$ cat src/rtl/icap_reg_reader_if.sv
// Request/status bundle between firmware-side logic and icap_reg_reader.
//   start    : single-cycle read request (master -> slave)
//   reg_addr : 6-bit configuration register address (master -> slave)
//   busy     : transaction in progress (slave -> master)
//   done     : one-cycle completion pulse (slave -> master)
//   error    : READ timed out, valid with done (slave -> master)
//   rd_data  : captured register value, normal bit order (slave -> master)
interface icap_reg_reader_if;
    localparam int unsigned ADDR_W = 6;
    localparam int unsigned DATA_W = 16;

    logic              start;
    logic [ADDR_W-1:0] reg_addr;
    logic              busy;
    logic              done;
    logic              error;
    logic [DATA_W-1:0] rd_data;

    modport master (
        output start, reg_addr,
        input  busy, done, error, rd_data
    );

    modport slave (
        input  start, reg_addr,
        output busy, done, error, rd_data
    );
endinterface

$ cat src/rtl/icap_reg_reader.sv
// Reads one 16-bit Spartan-6 configuration register through an external ICAP:
// sync, Type-1 read header, wait for BUSY low, capture O, then always desync.
// Ports:
//   clk, rst_n : clock, asynchronous active-low reset
//   req        : request/status interface (slave side)
//   icap_ce    : ICAP CE (active-low), registered
//   icap_wr    : ICAP WRITE (0 = write, 1 = read), registered
//   icap_i     : ICAP I, registered, bit-reversed within each byte
//   icap_o     : ICAP O, bit-reversed within each byte
//   icap_busy  : ICAP BUSY
module icap_reg_reader #(
    parameter int unsigned TIMEOUT = 255
) (
    input  logic                   clk,
    input  logic                   rst_n,
    icap_reg_reader_if.slave       req,
    output logic                   icap_ce,
    output logic                   icap_wr,
    output logic [15:0]            icap_i,
    input  logic [15:0]            icap_o,
    input  logic                   icap_busy
);

    localparam int unsigned CNT_W  = 8;
    localparam int unsigned ADDR_W = 6;
    localparam int unsigned DATA_W = 16;

    localparam logic [DATA_W-1:0] W_DUMMY  = 16'hFFFF;
    localparam logic [DATA_W-1:0] W_SYNC_H = 16'hAA99;
    localparam logic [DATA_W-1:0] W_SYNC_L = 16'h5566;
    localparam logic [DATA_W-1:0] W_NOOP   = 16'h2000;
    localparam logic [DATA_W-1:0] W_CMD    = 16'h30A1;
    localparam logic [DATA_W-1:0] W_DESYNC = 16'h000D;

    typedef enum logic [3:0] {
        IDLE, DUMMY, SYNC_H, SYNC_L, NOOP_A, RDHDR, NOOP_B, NOOP_C,
        TURN_R, READ, TURN_W, CMD, DESYNC, NOOP_D, NOOP_E, DONE
    } state_t;

    state_t              state, state_nx;
    logic [CNT_W-1:0]    rd_cnt, cnt_nx;
    logic [ADDR_W-1:0]   addr_q, addr_nx;
    logic                tmo_q, tmo_nx;
    logic [DATA_W-1:0]   o_q;
    logic                busy_q;
    logic                busy_nx, done_nx, err_nx;
    logic [DATA_W-1:0]   rd_nx;
    logic                ce_nx, wr_nx;
    logic [DATA_W-1:0]   din_nx;

    // ICAP data pins carry each byte MSB-first; the same swap maps both ways.
    function automatic logic [DATA_W-1:0] byte_rev(input logic [DATA_W-1:0] w);
        logic [DATA_W-1:0] r;
        for (int b = 0; b < 8; b++) begin
            r[b]     = w[7-b];
            r[8 + b] = w[15-b];
        end
        return r;
    endfunction

    // State, request/status and ICAP output registers; ICAP inputs sampled every cycle.
    always_ff @(posedge clk or negedge rst_n) begin
        if (!rst_n) begin
            state       <= IDLE;
            rd_cnt      <= '0;
            addr_q      <= '0;
            tmo_q       <= 1'b0;
            o_q         <= '0;
            busy_q      <= 1'b0;
            req.busy    <= 1'b0;
            req.done    <= 1'b0;
            req.error   <= 1'b0;
            req.rd_data <= '0;
            icap_ce     <= 1'b1;
            icap_wr     <= 1'b1;
            icap_i      <= 16'hFFFF;
        end else begin
            state       <= state_nx;
            rd_cnt      <= cnt_nx;
            addr_q      <= addr_nx;
            tmo_q       <= tmo_nx;
            o_q         <= icap_o;
            busy_q      <= icap_busy;
            req.busy    <= busy_nx;
            req.done    <= done_nx;
            req.error   <= err_nx;
            req.rd_data <= rd_nx;
            icap_ce     <= ce_nx;
            icap_wr     <= wr_nx;
            icap_i      <= byte_rev(din_nx);
        end
    end

    // Next state, next ICAP pin values and status updates.
    always_comb begin
        state_nx = state;
        cnt_nx   = rd_cnt;
        addr_nx  = addr_q;
        tmo_nx   = tmo_q;
        rd_nx    = req.rd_data;
        err_nx   = req.error;
        busy_nx  = (state != IDLE);
        done_nx  = (state == DONE);
        ce_nx    = 1'b1;
        wr_nx    = 1'b1;
        din_nx   = W_DUMMY;

        case (state)
            IDLE: begin
                if (req.start) begin
                    state_nx = DUMMY;
                    addr_nx  = req.reg_addr;
                    err_nx   = 1'b0;
                    tmo_nx   = 1'b0;
                    busy_nx  = 1'b1;
                end
            end
            DUMMY:  begin ce_nx = 1'b0; wr_nx = 1'b0; din_nx = W_DUMMY;  state_nx = SYNC_H; end
            SYNC_H: begin ce_nx = 1'b0; wr_nx = 1'b0; din_nx = W_SYNC_H; state_nx = SYNC_L; end
            SYNC_L: begin ce_nx = 1'b0; wr_nx = 1'b0; din_nx = W_SYNC_L; state_nx = NOOP_A; end
            NOOP_A: begin ce_nx = 1'b0; wr_nx = 1'b0; din_nx = W_NOOP;   state_nx = RDHDR;  end
            RDHDR: begin
                // Type-1 packet, read opcode, one word.
                ce_nx    = 1'b0;
                wr_nx    = 1'b0;
                din_nx   = {3'b001, 2'b01, addr_q, 5'd1};
                state_nx = NOOP_B;
            end
            NOOP_B: begin ce_nx = 1'b0; wr_nx = 1'b0; din_nx = W_NOOP; state_nx = NOOP_C; end
            NOOP_C: begin ce_nx = 1'b0; wr_nx = 1'b0; din_nx = W_NOOP; state_nx = TURN_R; end
            TURN_R: begin
                cnt_nx   = '0;
                state_nx = READ;
            end
            READ: begin
                // First three cycles are ignored: O is not valid before the read pipeline fills.
                ce_nx = 1'b0;
                wr_nx = 1'b1;
                if (rd_cnt >= CNT_W'(3) && !busy_q) begin
                    rd_nx    = byte_rev(o_q);
                    cnt_nx   = '0;
                    state_nx = TURN_W;
                end else if (rd_cnt == CNT_W'(TIMEOUT)) begin
                    tmo_nx   = 1'b1;
                    cnt_nx   = '0;
                    state_nx = TURN_W;
                end else begin
                    cnt_nx = rd_cnt + CNT_W'(1);
                end
            end
            TURN_W: begin ce_nx = 1'b1; wr_nx = 1'b0; state_nx = CMD; end
            // Desync runs even after a timeout so the config logic is never left synced.
            CMD:    begin ce_nx = 1'b0; wr_nx = 1'b0; din_nx = W_CMD;    state_nx = DESYNC; end
            DESYNC: begin ce_nx = 1'b0; wr_nx = 1'b0; din_nx = W_DESYNC; state_nx = NOOP_D; end
            NOOP_D: begin ce_nx = 1'b0; wr_nx = 1'b0; din_nx = W_NOOP;   state_nx = NOOP_E; end
            NOOP_E: begin ce_nx = 1'b0; wr_nx = 1'b0; din_nx = W_NOOP;   state_nx = DONE;   end
            DONE: begin
                err_nx   = tmo_q;
                state_nx = IDLE;
            end
            default: state_nx = IDLE;
        endcase
    end

endmodule
$ cat src/flat_wrapper.sv
// flat-port wrapper written by rule: the top's interface ports become plain ports
module icap_reg_reader_flat 
#(
    parameter int unsigned TIMEOUT = 255
)
  (clk, rst_n, icap_ce, icap_wr, icap_i, icap_o, icap_busy, req_start, req_reg_addr, req_busy, req_done, req_error, req_rd_data);
  icap_reg_reader_if req_i ();
  input  logic clk;
  input  logic rst_n;
  output logic icap_ce;
  output logic icap_wr;
  output logic [15:0] icap_i;
  input  logic [15:0] icap_o;
  input  logic icap_busy;
  input wire logic [$bits(req_i.start)-1:0] req_start;
  input wire logic [$bits(req_i.reg_addr)-1:0] req_reg_addr;
  output wire logic [$bits(req_i.busy)-1:0] req_busy;
  output wire logic [$bits(req_i.done)-1:0] req_done;
  output wire logic [$bits(req_i.error)-1:0] req_error;
  output wire logic [$bits(req_i.rd_data)-1:0] req_rd_data;
  assign req_i.start = req_start;
  assign req_i.reg_addr = req_reg_addr;
  assign req_busy = req_i.busy;
  assign req_done = req_i.done;
  assign req_error = req_i.error;
  assign req_rd_data = req_i.rd_data;
  icap_reg_reader #(.TIMEOUT(TIMEOUT)) u_core (.clk(clk), .rst_n(rst_n), .req(req_i), .icap_ce(icap_ce), .icap_wr(icap_wr), .icap_i(icap_i), .icap_o(icap_o), .icap_busy(icap_busy));
endmodule
$ cat config.mk
export PLATFORM = sky130hd
export DESIGN_NAME = icap_reg_reader_flat
export DESIGN_NICKNAME = d
export VERILOG_FILES = /design/src/rtl/icap_reg_reader_if.sv /design/src/rtl/icap_reg_reader.sv /design/src/flat_wrapper.sv
export SDC_FILE = /design/constraint.sdc
export NUM_CORES = 1
export LEC_CHECK = 0
export CAP_MARGIN = 20
export CORE_MARGIN = 2
export CORE_UTILIZATION = 52
export CTS_BUF_LIST = sky130_fd_sc_hd__clkbuf_4 sky130_fd_sc_hd__clkbuf_8
export CTS_CLUSTER_SIZE = 30
export DETAILED_ROUTE_END_ITERATION = 7
export GPL_TIMING_DRIVEN = 0
export HOLD_SLACK_MARGIN = 0.12
export PLACE_DENSITY = 0.82
export SYNTH_ARGS = -nofsm -noshare
export SYNTH_HDL_FRONTEND = slang
export SYNTH_SLANG_ARGS = --single-unit
$ cat constraint.sdc
create_clock -name clk -period 2.6 [get_ports clk]
set_input_delay 0.39 -clock clk [delete_from_list [all_inputs] [get_ports clk]]
set_output_delay 0.39 -clock clk [all_outputs]
set_load 0.005 [all_outputs]
; After elaboration in Yosys (flattened, before gate mapping)
; Index checks and enable logic that the tools add are counted.
[totals]
register_bits = 73
input_bits = 26
out_inout_bits = 37
elab_cells = 67
[classes]
addsub = 1
magnitude_cmp = 1
n_eq_ne = 20
mux = 17
reduce_logical = 15
[op_table]
columns = cell, count
row1 = $pmux W16 S6, 1
row2 = $pmux W4 S16, 1
row3 = $eq A4 B4 Y1 const B, 8
row4 = $reduce_or A12 Y1, 2
row5 = $eq A4 B3 Y1 const B, 4
row6 = $mux W8, 2
row7 = $pmux W8 S2, 1
row8 = $mux W4, 3
row9 = $add A8 B1 Y8 const B, 1
row10 = $eq A4 B2 Y1 const B, 2
row11 = $eq A8 B8 Y1 const B, 1
row12 = $ge A8 B2 Y1 const B, 1
row13 = $reduce_and A2 Y1, 4
row14 = $mux W1, 7
row15 = $reduce_bool A2 Y1, 3
row16 = $reduce_or A5 Y1, 1
row17 = $eq A4 B1 Y1 const B, 1
row18 = $logic_not A4 Y1, 1
row19 = $ne A2 B2 Y1 const B, 2
row20 = $pmux W1 S2, 2
row21 = $reduce_and A4 Y1, 1
row22 = $reduce_bool A4 Y1, 1
row23 = $ne A3 B1 Y1 const B, 1
row24 = $ne A2 B1 Y1 const B, 1
row25 = 2 further kinds, 2

; Depth between registers and ports, before layout
[depth]
depth_word = 4
ltp_mapped = 8
ltp_nobuf = 6

; Worst setup path before layout
; No wires, ideal clock.
[synth_timing]
kind = register -> register
startpoint = register u_core.rd_cnt[0]
endpoint = register u_core.req.rd_data[10]
setup_time_ns = 0.125
arrival_ns = 1.688
required_time_ns = 2.475
setup_slack_ns = 0.787
path_stages_with_launch = 7
path_buffers = 1
period_less_slack_ns = 1.813
path_cell_list = dfrtp_1 -> ha_1 -> nor3_1 -> a41o_1 -> nor3_4 -> buf_6 -> mux2_2
[synth_via]
elab_chain_len = 3
[synth_lines]
columns = element, line_no
row1 = "start, declared", icap_reg_reader.sv:41  ; logic [CNT_W-1:0] rd_cnt, cnt_nx;
row2 = "start signal, assigned", icap_reg_reader.sv:79  ; rd_cnt <= cnt_nx;
row3 = $ge A8 B2 Y1, icap_reg_reader.sv:139  ; if (rd_cnt >= CNT_W'(3) && !busy_q) begin
row4 = $logic_and A1 B1 Y1, icap_reg_reader.sv:139
row5 = $reduce_and A2 Y1 (no line), -
row6 = "end signal, assigned", icap_reg_reader.sv:87  ; req.rd_data <= rd_nx;
row7 = "end, declared", icap_reg_reader_if.sv:26  ; output busy, done, error, rd_data
; Every way passes these cells.
; A chain may end at the register's enable or synchronous reset.

; Worst setup path in the final report
[layout_timing]
startpoint = register u_core.state[0]
endpoint = register u_core.icap_i[12]
[layout_via]
elab_chain_len = 3
elab_cells_between_ends = 12
classes_between = eq/ne (10) / mux (1) / reduce/logical (1)
[layout_lines]
columns = element, line_no
row1 = "start, declared", icap_reg_reader.sv:40  ; state_t state, state_nx;
row2 = "start signal, assigned", icap_reg_reader.sv:78  ; state <= state_nx;
row3 = $eq A4 B3 Y1 / $eq A4 B4 Y1 (equally long branches), icap_reg_reader.sv:108  ; case (state)
row4 = $reduce_or A5 Y1 (no line), -
row5 = $pmux W16 S6 (*), icap_reg_reader.sv:108
row6 = named net u_core.din_nx[11], icap_reg_reader.sv:49  ; logic [DATA_W-1:0] din_nx;
row7 = "end signal, assigned", icap_reg_reader.sv:90  ; icap_i <= byte_rev(din_nx);
row8 = "end, declared", icap_reg_reader.sv:19  ; output logic [15:0] icap_i,
; The timed path passes the listed nets; every way through them passes the cells marked *.

==> qor.yml <==
run_status: "finished, final reports clean"
cts_buffers: 9
grt_max_degree: 72
synth-compound-area-share: 0.106
syn_nets: 256
vias: 1998
placed_area_um2: 3570
post-route-drc-count: 0
finalSetupViolations: 0
grt_pass1_wl_mm: 9.31
crit_required_ns: 2.88
pre_cts_ws_ns: 0.530
syn_to_final_growth_pct: 31.7
grt_overflow: 0
synth_area_um2: 2870
place_inst: 359
synth_top_family_by_area: "compound AO/OA/AOI/OAI gates"
hold_slack_ns: 0.152
rsz0062_at_grt: "no"
yosys_warnings: 0
slew_headroom: 0.433
rows: 27
skew_ns: 0.00999
cts.sinks: 71
wl_per_cell_um: 14.7
cts-hold-fix-buffers: 0
synth_xor_area_frac: 0
met2_usage: 0.303
tns_ns: 0
busiest_layer: "met2"
port_buffers: 62
worst_setup_path_start_kind: "register"
cts_resized: 0
cts_max_level: 3
dieArea_um2: 6120
clockRootBuffer: "clkbuf_8"
criticalPathCategory: "register to register"
timing.final.ws_setup_ns: 0.532
die_width_um: 78.2
synth-simple-area-share: 0.0952
cts_buffer_depth: 2
track_usage: 0.199
antenna_cells: 0
dr.pass1.iters: 5
maxSlewViolCount: 0
powerDensity_nw_per_um2: 1150
total_leakage_power_nw: 1.63
cap_violations: 0
synth-adder-area-share: 0.0218
crit_fanout: 10
postSynthAreaPerCell_um2: 12.7
drtIter0Drc: 150
die_y_um: 78.2
fmaxAchievable_mhz: 484
period_share: 0.795
clock_latency_ns: 0.34
dp_hpwl_mm: 3.80
drive_gt1_frac: 0.234
synthDistinctLibCells: 46
avgViaCountPerCell: 5.33
ys_ff_latch: 71
fin_cells: 375
cts_tree: "built"
hold_viol: 0
syn_inst: 225
arrival_ns: 2.35
design_area_um2: 3770
hold_path_class: "primary input to asynchronous set/reset pin"
synthMuxAreaShare: 0.105
worst_pin_slew_ns: 0.851
ir_worst_vdd_v: 0.000658
design.core.area_um2: 5410
gp_congestion: 0.880
routed_wl_mm: 5.52
period_needed_ns: 2.07
cts_setup_buffers: 0
use_met3: 0.0552
ys_seq_area_frac: 0.627
antenna_found_initial: 0
nNetsFinal: 329
path_clk_slew_ns: 0.08
start_util: 0.530
grt.met1_usage: 0.267
ios: 63
ant_nets: 0
grt_pass1_vias: 1959
worstSetupEndpointType: "register"
==> worst max-delay path: stages, from the launching register on <==
cell	delay [ns]
dfrtp_1	0.39
inv_1	0.08
ha_1	0.19
clkbuf_1	0.22
or3_1	0.48
a22oi_1	0.46
or2_2	0.20
==> cell type report <==
cell class	instances	area (µm²)
tap	72	90.1
buffer	15	85.1
clock buffer	10	131
clock inverter	6	68.8
fill	395	1630
timing repair buffer	62	618
sequential	71	1800
multi-input combinational	127	940
inverter	12	45.0
==> cell families (layout without fill, tap and decap cells) <==
kind of cell / count (synthesis) / after routing
flip-flops: 71 / 71
AND/OR/NAND/NOR: 51 / 51
AO/OA/AOI/OAI: 44 / 44
multiplexers: 27 / 27
buffers and inverters: 27 / 105
adder cells (fa/ha/maj): 5 / 5
==> routing by layer <==
metal / routed length [µm] / vias to the layer above / share of wire
met1: 2470 / 979 / 0.45
met3: 286 / 7 / 0.052
met5: 0 / - / 0
li1: - / 937 / -
met2: 2660 / 75 / 0.48
met4: 109 / 0 / 0.020
==> flip-flops by register name (all words and copies together) (netlist names) <==
| name | count |
|---|---|
| u_core.req.rd_data | 16 |
| u_core.rd_cnt | 8 |
| u_core.o_q | 16 |
| u_core.icap_i | 14 |
| u_core.req.error | 1 |
| u_core.state | 4 |
| u_core.icap_wr | 1 |
| u_core.addr_q | 6 |
| u_core.busy_q | 1 |
| u_core.icap_ce | 1 |
| u_core.tmo_q | 1 |
| u_core.req.done | 1 |
| u_core.req.busy | 1 |
==> synth_stat cells, drive strengths merged <==
master   count  area (µm²)
a211o        2        17.5
a211oi       2        15.0
a21bo        1        10.0
a21o         4        30.0
a21oi        2        10.0
a221oi       1        8.76
a22o         1        8.76
a22oi        1        7.51
a31o         1        8.76
a31oi        5        31.3
a32oi        1        8.76
a41o         1        10.0
and2         2        12.5
and3         3        18.8
and3b        1        8.76
and4         1        8.76
buf         10        66.3
clkbuf       5        18.8
dfrtp       55        1380
dfstp       16         420
ha           5        62.6
inv         12        45.0
mux2        24         270
mux2i        3        30.0
nand2        9        33.8
nand2b       2        12.5
nand3        6        30.0
nand3b       2        15.0
nand4        3        18.8
nor2        11        41.3
nor2b        2        12.5
nor3         6        41.3
o211ai       2        15.0
o21a         1        7.51
o21ai       10        50.1
o221ai       1        8.76
o22ai        5        31.3
o2bb2ai      1        8.76
o31ai        1        7.51
o32ai        1        8.76
or2          2        12.5
or3          1        6.26
==> worst paths after layout <==
kind                            cells after the start            start  slack [ns]                     end
worst max-delay path                                6  u_core.state[0]        0.53       u_core.icap_i[12]
worst max register to register                      6  u_core.state[0]        0.53       u_core.icap_i[12]
worst min register to register                      1    u_core.o_q[7]        0.48   u_core.req.rd_data[0]
worst min-delay path                                1            rst_n        0.15        u_core.addr_q[3]
max in group asynchronous                           1            rst_n        1.89  u_core.req.rd_data[14]
min in group clk                                    1        icap_o[0]        0.48           u_core.o_q[0]
==> report_power, final <==
| part | internal (mW) | total (mW) | switching (mW) |
|---|---|---|---|
| clock | 0.458 | 0.873 | 0.414 |
| combinational | 0.960 | 1.73 | 0.773 |
| sequential | 1.56 | 1.72 | 0.166 |
==> through the flow <==
step	power, mW	utilization
4_1_cts	4.36	0.698
6_report	4.33	0.698
2_1_floorplan	2.67	-
3_5_place_dp	3.47	0.661
3_3_place_gp	3.41	0.662
5_1_grt	4.63	0.698
==> cell usage in the layout, fill, tap and decap left out, types with 2 or more instances in the layout <==
master,Yosys,routed
nand2_1,9,9
dfrtp_1,55,55
buf_2,5,5
a21o_1,4,4
buf_4,2,3
and3_1,3,3
o22ai_1,5,5
a211oi_1,2,2
inv_1,12,12
o21ai_0,10,10
nor3_1,5,5
nand3_1,6,6
clkbuf_1,5,5
buf_6,2,2
or2_2,2,2
a211o_1,2,2
mux2_2,24,24
nor2_1,11,11
clkinv_4,0,2
nand2b_1,2,2
a31oi_1,5,5
mux2i_1,3,3
o211ai_1,2,2
nor2b_1,2,2
ha_1,5,5
nand4_1,3,3
nand3b_1,2,2
and2_1,2,2
a21oi_1,2,2
clkbuf_8,0,9
clkdlybuf4s50_1,0,61
dfstp_2,16,16
Note: power is estimated with default switching activity, not from simulation.
